==> src/rtl/booth_pkg.sv <==
// Shared types and the radix-4 Booth digit decoder for the sequential multiplier.
package booth_pkg;

  typedef enum logic [1:0] {IDLE, BUSY, DONE} mult_state_t;

  typedef struct packed {
    logic single;
    logic dbl;
    logic neg;
  } booth_sel_t;

  // Map a 3-bit overlapping multiplier window onto the {0, +-a, +-2a} selection.
  function automatic booth_sel_t booth_decode(input logic [2:0] digit);
    booth_sel_t sel;
    sel = '0;
    case (digit)
      3'b001, 3'b010: sel.single = 1'b1;
      3'b011:         sel.dbl    = 1'b1;
      3'b100: begin
        sel.dbl = 1'b1;
        sel.neg = 1'b1;
      end
      3'b101, 3'b110: begin
        sel.single = 1'b1;
        sel.neg    = 1'b1;
      end
      default: sel = '0;
    endcase
    return sel;
  endfunction

endpackage

==> src/rtl/booth_r4_pp.sv <==
// Radix-4 Booth partial-product generator: magnitude select only, negation left to the adder.
module booth_r4_pp
  import booth_pkg::*;
#(
  parameter int unsigned WIDTH = 32
) (
  input  logic [2:0]       digit,
  input  logic [WIDTH+1:0] a_ext,
  output logic [WIDTH+2:0] pp_c,
  output logic             neg_c
);

  booth_sel_t sel;

  always_comb begin
    sel   = booth_decode(digit);
    pp_c  = '0;
    neg_c = sel.neg;
    if (sel.single) begin
      pp_c = {a_ext[WIDTH+1], a_ext};
    end else if (sel.dbl) begin
      pp_c = {a_ext, 1'b0};
    end
  end

endmodule

==> src/rtl/booth_r4_seq_mult.sv <==
// Iterative radix-4 Booth multiplier retiring one digit per cycle, valid/ready on both sides.
module booth_r4_seq_mult
  import booth_pkg::*;
#(
  parameter int unsigned WIDTH = 32
) (
  input  logic               clk,
  input  logic               rst_n,
  input  logic               in_valid,
  output logic               in_ready,
  input  logic               is_signed,
  input  logic [WIDTH-1:0]   a,
  input  logic [WIDTH-1:0]   b,
  output logic               out_valid,
  input  logic               out_ready,
  output logic [2*WIDTH-1:0] product
);

  localparam int unsigned NDIG = (WIDTH + 2) / 2;
  localparam int unsigned EW   = WIDTH + 2;
  localparam int unsigned PW   = WIDTH + 3;
  localparam int unsigned BW   = WIDTH + 3;
  localparam int unsigned AW   = 2 * WIDTH + 4;
  localparam int unsigned RW   = 2 * WIDTH;
  localparam int unsigned CW   = $clog2(NDIG);

  mult_state_t   state, state_next;
  logic [EW-1:0] a_ext, a_ext_next;
  logic [BW-1:0] bx, bx_next;
  logic [AW-1:0] acc, acc_next;
  logic [CW-1:0] cnt, cnt_next;
  logic          in_ready_next, out_valid_next;
  logic [RW-1:0] product_next;

  logic [CW-1:0] step;
  logic [CW:0]   shamt;
  logic [2:0]    digit;
  logic [PW-1:0] pp_c, pp_sel;
  logic          neg_c;
  logic [AW-1:0] addend, carry, sum;
  logic [EW-1:0] a_in_ext, b_in_ext;

  assign a_in_ext = is_signed ? {{2{a[WIDTH-1]}}, a} : {2'b00, a};
  assign b_in_ext = is_signed ? {{2{b[WIDTH-1]}}, b} : {2'b00, b};

  // Digit index and weight grow as cnt counts down; bx carries the implicit b_ext[-1]=0 at bit 0.
  assign step  = CW'(NDIG - 1) - cnt;
  assign shamt = {step, 1'b0};
  assign digit = 3'(bx >> shamt);

  booth_r4_pp #(.WIDTH(WIDTH)) u_pp (
    .digit (digit),
    .a_ext (a_ext),
    .pp_c  (pp_c),
    .neg_c (neg_c)
  );

  // Negation is one's complement here plus a +1 injected at the digit's weight.
  assign pp_sel = pp_c ^ {PW{neg_c}};
  assign addend = {{(AW - PW){pp_sel[PW-1]}}, pp_sel} << shamt;
  assign carry  = AW'(neg_c) << shamt;
  assign sum    = acc + addend + carry;

  always_ff @(posedge clk) begin
    if (!rst_n) begin
      state     <= IDLE;
      a_ext     <= '0;
      bx        <= '0;
      acc       <= '0;
      cnt       <= '0;
      in_ready  <= 1'b1;
      out_valid <= 1'b0;
      product   <= '0;
    end else begin
      state     <= state_next;
      a_ext     <= a_ext_next;
      bx        <= bx_next;
      acc       <= acc_next;
      cnt       <= cnt_next;
      in_ready  <= in_ready_next;
      out_valid <= out_valid_next;
      product   <= product_next;
    end
  end

  always_comb begin
    state_next     = state;
    a_ext_next     = a_ext;
    bx_next        = bx;
    acc_next       = acc;
    cnt_next       = cnt;
    in_ready_next  = in_ready;
    out_valid_next = out_valid;
    product_next   = product;
    case (state)
      IDLE: begin
        if (in_valid && in_ready) begin
          state_next    = BUSY;
          a_ext_next    = a_in_ext;
          bx_next       = {b_in_ext, 1'b0};
          acc_next      = '0;
          cnt_next      = CW'(NDIG - 1);
          in_ready_next = 1'b0;
        end
      end
      BUSY: begin
        acc_next = sum;
        if (cnt == '0) begin
          state_next     = DONE;
          out_valid_next = 1'b1;
          product_next   = sum[RW-1:0];
        end else begin
          cnt_next = cnt - 1'b1;
        end
      end
      DONE: begin
        if (out_ready) begin
          state_next     = IDLE;
          out_valid_next = 1'b0;
          in_ready_next  = 1'b1;
        end
      end
      default: begin
        state_next     = IDLE;
        in_ready_next  = 1'b1;
        out_valid_next = 1'b0;
      end
    endcase
  end

endmodule

==> config.mk <==
export PLATFORM = sky130hd
export DESIGN_NAME = booth_r4_seq_mult
export DESIGN_NICKNAME = d
export VERILOG_FILES = /design/src/rtl/booth_pkg.sv /design/src/rtl/booth_r4_pp.sv /design/src/rtl/booth_r4_seq_mult.sv
export SDC_FILE = /design/constraint.sdc
export NUM_CORES = 1
export LEC_CHECK = 0
export ABC_AREA = 1
export CORE_ASPECT_RATIO = 0.7
export CORE_MARGIN = 2
export CORE_UTILIZATION = 55
export CTS_BUF_LIST = sky130_fd_sc_hd__clkbuf_8
export DETAILED_ROUTE_END_ITERATION = 6
export PLACE_DENSITY = 0.79
export RECOVER_POWER = 100
export SETUP_SLACK_MARGIN = 0.15
export SYNTH_ARGS = -nofsm -noshare
export SYNTH_HDL_FRONTEND = slang
export SYNTH_SLANG_ARGS = --single-unit
==> constraint.sdc <==
create_clock -name clk -period 7.9 [get_ports clk]
set_input_delay 1.185 -clock clk [delete_from_list [all_inputs] [get_ports clk]]
set_output_delay 1.185 -clock clk [all_outputs]
set_load 0.03 [all_outputs]
==> results.md, run 1 <==
- Using the TritonRoute via totals, the vias-per-cell ratio works out to around 5.7.
- The height of the chip is 146 um.
- The final instance area is 0.0184 sq mm.
- Tracing the worst setup path back leads to its startpoint at cnt[0].
- The least setup slack across all paths after layout is 0.514 ns.
- Dividing the final minimum period by the clock period gives 93.5%.
- In this run the worst setup path terminates at product[60].
- The maximum number of pins on one net before global-route repair is 97.
- Counting tap cells, the placed design contains a total of about 2900 instances.
- The synthesized-area fraction occupied by and/or/nand/nor cells is 24.9%.
- The routed design could run at a clock period as short as between 7 and 8 ns.
- The clock tree from TritonCTS is built.
- The clock latency on the worst-skew pair is 0.56 ns.
- Sequential elements use 25.6% of the synthesized area.
- The post-synthesis instance area is 0.0159 sq mm.
- The number of hold-slack violations in the final timing report was 0.
- The region available for standard cell placement spans 0.0287 sq mm.
- The first global-routing pass estimated 82400 um of wire.
- Cells with a size suffix above 1 make up 5.09% of the layout.
- Summed over all layers, the routed wires come to 51500 um.
- The number of cells in the finished layout apart from fillers is between 2000 and 3000.
- TritonCTS created 34 clock buffers.
- The synthesis warning total is 0.
- Across the run, the number of max-cap violations was 5.
- The count of nets left with antenna violations once routing finished came out at 0.
- After synthesis, the largest family of logic cells by area is simple AND/OR/NAND/NOR gates.
- The headroom to the max-slew limit is -71.6%.
- The sum of overflow across all layers after global routing is 0.
- The number of flops mapped to enable cells by yosys is 0.
- The complex-gate fraction of the synthesized area is 23.0%.
- The I/O pin count is 135.
- The starting density of the core is 55.4%.
- The critical path is of the reg2reg type.
- The first detailed-routing pass took 5 iterations.
- The clock arrives with about 0.016 ns of skew.
- The run finished, with violations left.
- In this run, distinct cell masters in the synthesized netlist total 54.
- After filler insertion, the fill cell instance count of the layout stands at 2719.
- Data on the critical path is required at its endpoint by between 8 and 9 ns.
- OpenSTA, run right after detailed placement, puts the worst setup slack at -0.361 ns.
- The overall via count from detail_route is 16600.
- The slowest stage of the critical path is the sky130_fd_sc_hd__fa_1 cell.
- Input and output buffers added on the ports amount to 134.
- The worst setup path is captured at a flip-flop.
- Registers take 0.00407 sq mm.
- In this run the critical register-to-register path is captured at product[60].
- The horizontal die dimension is 207 um.
- In the synthesized netlist, mux cells make up 0.378% of the area.
- The routed wirelength normalized by instance count is around 18 um.
- The highest clock frequency the design can meet is 135 MHz.
- The via count of the first global-routing pass was 15400.
- In this run the register-to-register setup slack is 0.51 ns.
- The worst hold-check path type is reg2reg.
- The TritonCTS sink count is 203.
- The number of cells produced by synthesis is around 2500.
- The root buffer cell chosen for the clock tree is sky130_fd_sc_hd__clkbuf_8.
- The xor and xnor area share after synthesis is 4.12%.
- On the final layout, the worst hold slack is around 0.47 ns.
- The worst-path maximum fanout is 62.
- At the pin with the least slew margin, the transition time is 2.57 ns.
- The fraction of registers with async set or reset after synthesis is 0%.
- The net total in the final layout is approximately 2700.
- Setup repair after global routing left no endpoint under its margin.
- The average instance in the mapped netlist occupies 6.48 sq um.
- The number of antenna violations at the first check in global routing came to 1.
- The maximum buffer depth of the clock tree is 3.
- Setup violations remaining at the end of the flow were counted as 0.
- After detailed placement, the total cell area comes to 0.0174 sq mm.
- The critical path arrival is roughly 8 ns.
- Compared with the post-synthesis result, the final layout area differs by 15.5%.
- At the end of routability-driven placement, the weighted congestion stood at 0.989.
- The beginning of the worst register-to-register path is cnt[0].
- The initial DRC count is 1535.
- In this run, synthesis produced a sequential element count of 203.
- The final number of max-transition violations is 250.
- The CTS H-tree depth is 2.
- Of the total synthesized cell area, the portion taken by full adders, half adders and majority gates is a little under an eighth.
- After legalization and detailed placement, the total HPWL measured just under 40000 um.
- The area of the die is 0.0303 sq mm.
- The critical path startpoint category is a flip-flop.
- Summing all multi-input logic gate instances after layout gives 0.0105 sq mm.
- The most used cell along the critical path is sky130_fd_sc_hd__nand2_1.
- The dominant synthesized flop cell is sky130_fd_sc_hd__dfxtp_1.
- The number of placement rows is 52.
- Clock-pin slew was measured on the worst setup and hold paths at 0.08 ns.
- The all-layer global routing usage is 33.6%.
- In the routed design, unresolved DRC markers number 0.
- The checks that failed: capacitance limit, slew limit.
- The largest stage delay on the critical path is 0.52 ns.
- The number of cells on the worst reg-to-reg path is 36.
layer usage:
layer | wire length, um | GRT usage (%) | vias to the layer above
met1 | 23800 | 48.9 | 7617
met2 | 21800 | 50.8 | 651
li1 | - | - | 8215
met5 | 0 | 0 | -
met3 | 4580 | 6.37 | 100
met4 | 1270 | 9.25 | 0
sequential cells by signal, indices dropped and copies added, names as in the netlist:
register	flops
a_ext	33
cnt	5
state	2
acc	64
bx	33
out_valid	1
in_ready	1
product	64
worst max-delay path, delay by kind of cell (launching register included):
kind / cells / cell delay [ns]
xor+xnor: 1 / 0.21
simple gates: 12 / 2.23
compound gates: 13 / 2.16
mux: 1 / 0.28
fa+ha+maj: 3 / 1.08
buf+inv: 6 / 0.92
flops: 1 / 0.35
synth_stat cells, types with 3 or more instances:
cell type | number | share of area (%)
sky130_fd_sc_hd__a31oi_1 | 35 | 1.4
sky130_fd_sc_hd__inv_2 | 4 | 0.094
sky130_fd_sc_hd__ha_1 | 99 | 7.8
sky130_fd_sc_hd__or2_1 | 18 | 0.71
sky130_fd_sc_hd__xor2_1 | 54 | 3.0
sky130_fd_sc_hd__nand2_2 | 4 | 0.16
sky130_fd_sc_hd__a21oi_1 | 222 | 7.0
sky130_fd_sc_hd__buf_4 | 8 | 0.38
sky130_fd_sc_hd__nor2_1 | 196 | 4.6
sky130_fd_sc_hd__buf_2 | 10 | 0.31
sky130_fd_sc_hd__clkbuf_1 | 100 | 2.4
sky130_fd_sc_hd__nand2_1 | 575 | 14
sky130_fd_sc_hd__o22ai_1 | 4 | 0.16
sky130_fd_sc_hd__nor3_1 | 10 | 0.31
sky130_fd_sc_hd__fa_1 | 33 | 4.2
sky130_fd_sc_hd__o211ai_1 | 8 | 0.38
sky130_fd_sc_hd__dfxtp_1 | 203 | 26
sky130_fd_sc_hd__buf_1 | 11 | 0.26
sky130_fd_sc_hd__xnor2_1 | 17 | 0.94
sky130_fd_sc_hd__nand3_1 | 124 | 3.9
sky130_fd_sc_hd__a211oi_1 | 8 | 0.38
sky130_fd_sc_hd__o21bai_1 | 55 | 2.6
sky130_fd_sc_hd__inv_1 | 262 | 6.2
sky130_fd_sc_hd__clkinv_1 | 7 | 0.17
sky130_fd_sc_hd__o21ai_0 | 257 | 8.1
sky130_fd_sc_hd__mux2i_1 | 6 | 0.38
sky130_fd_sc_hd__buf_6 | 4 | 0.28
sky130_fd_sc_hd__and2_1 | 3 | 0.12
sky130_fd_sc_hd__o221ai_1 | 5 | 0.28
sky130_fd_sc_hd__or2_2 | 5 | 0.20
sky130_fd_sc_hd__o21a_1 | 8 | 0.38
sky130_fd_sc_hd__nand4_1 | 6 | 0.24
sky130_fd_sc_hd__o21ai_1 | 46 | 1.4
sky130_fd_sc_hd__nor4_1 | 12 | 0.47
sky130_fd_sc_hd__a21o_1 | 5 | 0.24
layout by cell type, fill, tap and decap left out, drive strengths merged, types with 4 or more instances in the layout:
| cell type | n |
|---|---|
| o22ai | 4 |
| o211ai | 8 |
| nand2 | 581 |
| buf | 24 |
| a21o | 5 |
| a21oi | 222 |
| inv | 277 |
| nor4 | 12 |
| a211oi | 8 |
| o221ai | 5 |
| nand4 | 7 |
| mux2i | 6 |
| dfxtp | 203 |
| dlygate4sd3 | 66 |
| nand3 | 127 |
| o21ai | 305 |
| fa | 33 |
| ha | 99 |
| a31oi | 35 |
| conb | 15 |
| nor3 | 10 |
| clkinv | 9 |
| bufinv | 4 |
| o21a | 8 |
| xnor2 | 17 |
| o21bai | 55 |
| clkdlybuf4s50 | 67 |
| or2 | 23 |
| xor2 | 56 |
| clkbuf | 47 |
| nor2 | 196 |
how the worst min path moves through the flow:
stage | slack (ns) | endpoint | cells past startpoint | from
after global routing | 0.48 | out_valid | 1 | out_valid
after floorplan | 0.44 | a_ext[10] | 2 | a_ext[10]
after global placement | 0.45 | acc[2] | 2 | acc[2]
after detailed placement | 0.46 | acc[0] | 2 | acc[0]
final | 0.47 | out_valid | 1 | out_valid
after CTS | 0.47 | acc[0] | 2 | acc[0]
stage by stage:
step	util [%]	TNS, ns
after floorplan	-	0
after global placement	60.7	-0.632
after detailed placement	60.7	-1.49
after CTS	63.4	0
after global routing	64.0	0
final	64.0	0
cell type report:
type / count / area share, %
Antenna cell: 1 / 0.0136
Clock buffer: 43 / 3.22
Clock inverter: 17 / 0.954
Inverter: 274 / 5.64
Multi-Input combinational cell: 1855 / 57.0
Sequential cell: 203 / 22.1
Tap cell: 378 / 2.58
Timing Repair Buffer: 161 / 8.42
cells by family (layout without fill, tap and decap cells):
kind of cell	after synthesis	count (layout)
adders and majority gates	132	132
other	2	16
DFF	203	203
xor gates and xnor gates	73	73
AOI/OAI and AO/OA	666	666
and+or+nand+nor	962	963
buffers and inverters	407	495
muxes	6	6
what timing repair did:
action / CTS / global route
hold buffers: 0 / 0
setup endpoints to repair: 13 / 63
pin swaps: 0 / 5
gates cloned: 0 / 1
gates resized for setup: 6 / 33
setup buffers: 0 / 3
Power of run 1 is not shown: default switching activity piles up to over one toggle a cycle in this logic, so the estimate is an artifact.
==> run 2: changes to the inputs <==
--- a/config.mk
+++ b/config.mk
@@ -11,6 +11,7 @@
 export CORE_UTILIZATION = 55
 export CTS_BUF_LIST = sky130_fd_sc_hd__clkbuf_8
 export DETAILED_ROUTE_END_ITERATION = 6
+export MAX_ROUTING_LAYER = met4
 export PLACE_DENSITY = 0.79
 export RECOVER_POWER = 100
 export SETUP_SLACK_MARGIN = 0.15
==> run 2 against run 1 <==
  * Die area unchanged
  * The run still ends with capacitance limit, slew limit left
  * Highest routed layer unchanged
  * First-iteration DRC count rose by 15%
  * Utilization fell by 0.074 points
  * Count of clock-buffer cells in the layout is 2 lower
  * Critical path depth down 2
==> results.md, run 2 (synthesis gave the netlist of run 1 again) <==
- The flow ran to the end, but the final reports show violations.
- The checks that failed: capacitance limit, slew limit.
- Timing would allow up to 136 MHz.
- The CTS H-tree depth is 2.
- The height of the chip is 146 um.
- The worst hold path terminates at acc[4].
- The detailed-placement wirelength estimate is 38500 um.
- The number of hold-slack violations in the final timing report was 0.
- Setup repair after global routing left no endpoint under its margin.
- The slew of the pin with the lowest slew margin is 3.42 ns.
- Counting both buffers and inverters, the worst setup path holds a total of 4.
- The final instance area is 0.0183 sq mm.
- Setup violations remaining at the end of the flow were counted as 0.
- The all-layer global routing usage is 35.3%.
- The worst-path maximum fanout is 62.
- The total negative slack for setup checks is 0 ns.
- In the final routed layout, each cell accounts on average for 17.9 um.
- The worst setup path is launched from a flip-flop.
- The share of the clock period used by the worst path is ~90%.
- The clock reaches the later pin of the worst-skew pair after between 0.5 and 0.6 ns.
- The global placement routability congestion is slightly below 1.
- The setup skew after layout is 0.0364 ns.
- The horizontal die dimension is 207 um.
- STA classifies the critical path endpoint as a flip-flop.
- The number of filler instances in the final layout is roughly 2600.
- The net total in the final layout is 2738.
- Max-cap violations in this run came to 5.
- The via count of the first global-routing pass is about 16000.
- The category of the critical setup timing path is reg2reg.
- For this configuration, the core starts out at a cell density of 55.4%.
- The core area is between 0.02 and 0.03 sq mm.
- The worst reg2reg path endpoint is acc[59].
- The initial DRC count is 1766.
- In this run the count of I/O pins placed on the die edge is 135.
- The floorplan step defined a die boundary enclosing 0.0303 sq mm.
- The headroom to the max-slew limit is -128%.
- Counting every sink on the clock net gives approximately 200.
- Once detail routing completed, the nets flagged for antenna violations numbered 0.
- The maximum buffer depth of the clock tree is 3.
- The largest registers in the layout are acc x64, product x64.
- After detailed routing, the number of remaining DRC violations is 0.
- The area growth from synthesis to layout is 15.4%.
- The slack of the worst reg-to-reg path is 0.57 ns.
- The first detailed-routing pass ran for 5 iterations.
- Clock-pin slew was measured on the worst setup and hold paths at 0.07 ns.
- Entering global routing, the biggest net connects 97 pins.
- Counting stages on the worst path, the most repeated cell is sky130_fd_sc_hd__o21ai_0.
- The worst hold path startpoint is acc[4].
- The largest stage delay on the critical path is roughly 0.50 ns.
- Counting instances, the worst hold path has a depth of 2.
- The floorplan has 52 rows.
- The number of antenna violations at the first check in global routing was 1.
- In the layout the commonest cells are 574 x sky130_fd_sc_hd__nand2_1, 271 x sky130_fd_sc_hd__inv_1, 248 x sky130_fd_sc_hd__o21ai_0.
- In this run the tool buffered the top-level ports with 134 buffer cells.
- The critical path required time is 8.35 ns.
- In the final layout, the share of cells above drive strength 1 is under 10%.
- The number of cells in the finished layout apart from fillers is ~2900.
- The vias per cell is 5.69.
- Once placement completed, the tool counted placed cells totaling 2867.
- The sum of overflow across all layers after global routing is 0.
- Leaving out fill and tap cells, the most frequent cell in the layout is sky130_fd_sc_hd__nand2_1.
- The final number of max-transition violations is ~330.
- The min-delay analysis places its worst path in the category reg2reg.
- The slowest stage of the critical path is the sky130_fd_sc_hd__buf_4 cell.
- The cell depth of the worst flop-to-flop path is 34.
- STA puts the critical path data arrival time at 7.78 ns.
- The family of cells with the greatest summed delay on the critical path is compound AO/OA/AOI/OAI gates.
- The minimum clock period is 7.33 ns.
- The total wire length is ~53000 um.
- After detailed placement, the total cell area comes to approximately 0.017 sq mm.
- The cell at the root of the clock tree is sky130_fd_sc_hd__clkbuf_8.
- The clock buffer count from CTS is 35.
- The overall via count from detail_route is roughly 17000.
- 0 antenna diodes ended up in the layout.
- The clock tree from TritonCTS is built.
- The first global-routing pass estimated 84300 um of wire.
- The beginning of the worst register-to-register path is cnt[0].
run 2: changes by cell type in the layout (fill, tap and decap cells not counted), sizes merged:
cell / before / now
bufinv: 4 / 2
diode: 1 / 0
clkinvlp: 1 / 2
buf: 24 / 29
clkinv: 9 / 11
dlygate4sd3: 66 / 67
inv: 277 / 279
clkdlybuf4s50: 67 / 66
run 2: worst max path at each step:
stage	startpoint	endpoint	slack [ns]	cells past startpoint
global route	cnt[0]	acc[59]	0.07	34
detailed placement	cnt[0]	acc[59]	-0.27	35
global placement	cnt[0]	acc[59]	-0.27	34
finish	cnt[0]	acc[59]	0.57	34
CTS	cnt[0]	acc[59]	0.14	34
floorplan	cnt[0]	product[39]	0.16	54
run 2: repair_timing:
action,in CTS,in global routing
hold buffers,0,0
pin swaps,0,5
resized for setup,9,39
setup buffers,0,10
endpoints found under the setup margin,16,61
gates cloned,0,1
run 2: tightest hold or removal path: stages (launching register included):
cell,delay [ns]
sky130_fd_sc_hd__dfxtp_1,0.31
sky130_fd_sc_hd__nand2_1,0.06
sky130_fd_sc_hd__a21oi_1,0.05
run 2: metrics by stage:
stage / hold WS [ns] / worst slack, ns / util, %
finish: 0.467 / 0.571 / 63.9
global route: 0.486 / 0.0654 / 63.9
CTS: 0.466 / 0.145 / 63.3
detailed placement: 0.456 / -0.272 / 60.7
global placement: 0.449 / -0.274 / 60.7
floorplan: 0.440 / 0.163 / -
run 2: routing by layer:
metal | wire length, um | GRT usage, %
met2 | 22600 | 52.8
met3 | 4490 | 5.55
met1 | 24600 | 50.3
met5 | 0 | -
met4 | 886 | 7.25
run 2: layout make-up:
type,instances,area (sq um),share of cell area (%)
Inverter,274,1030,5.64
Multi-Input combinational cell,1855,10500,57.1
Clock inverter,20,143,0.778
Clock buffer,41,564,3.08
Tap cell,378,473,2.58
Timing Repair Buffer,168,1590,8.67
Sequential cell,203,4070,22.2
Power of run 2 is left out for the same reason.
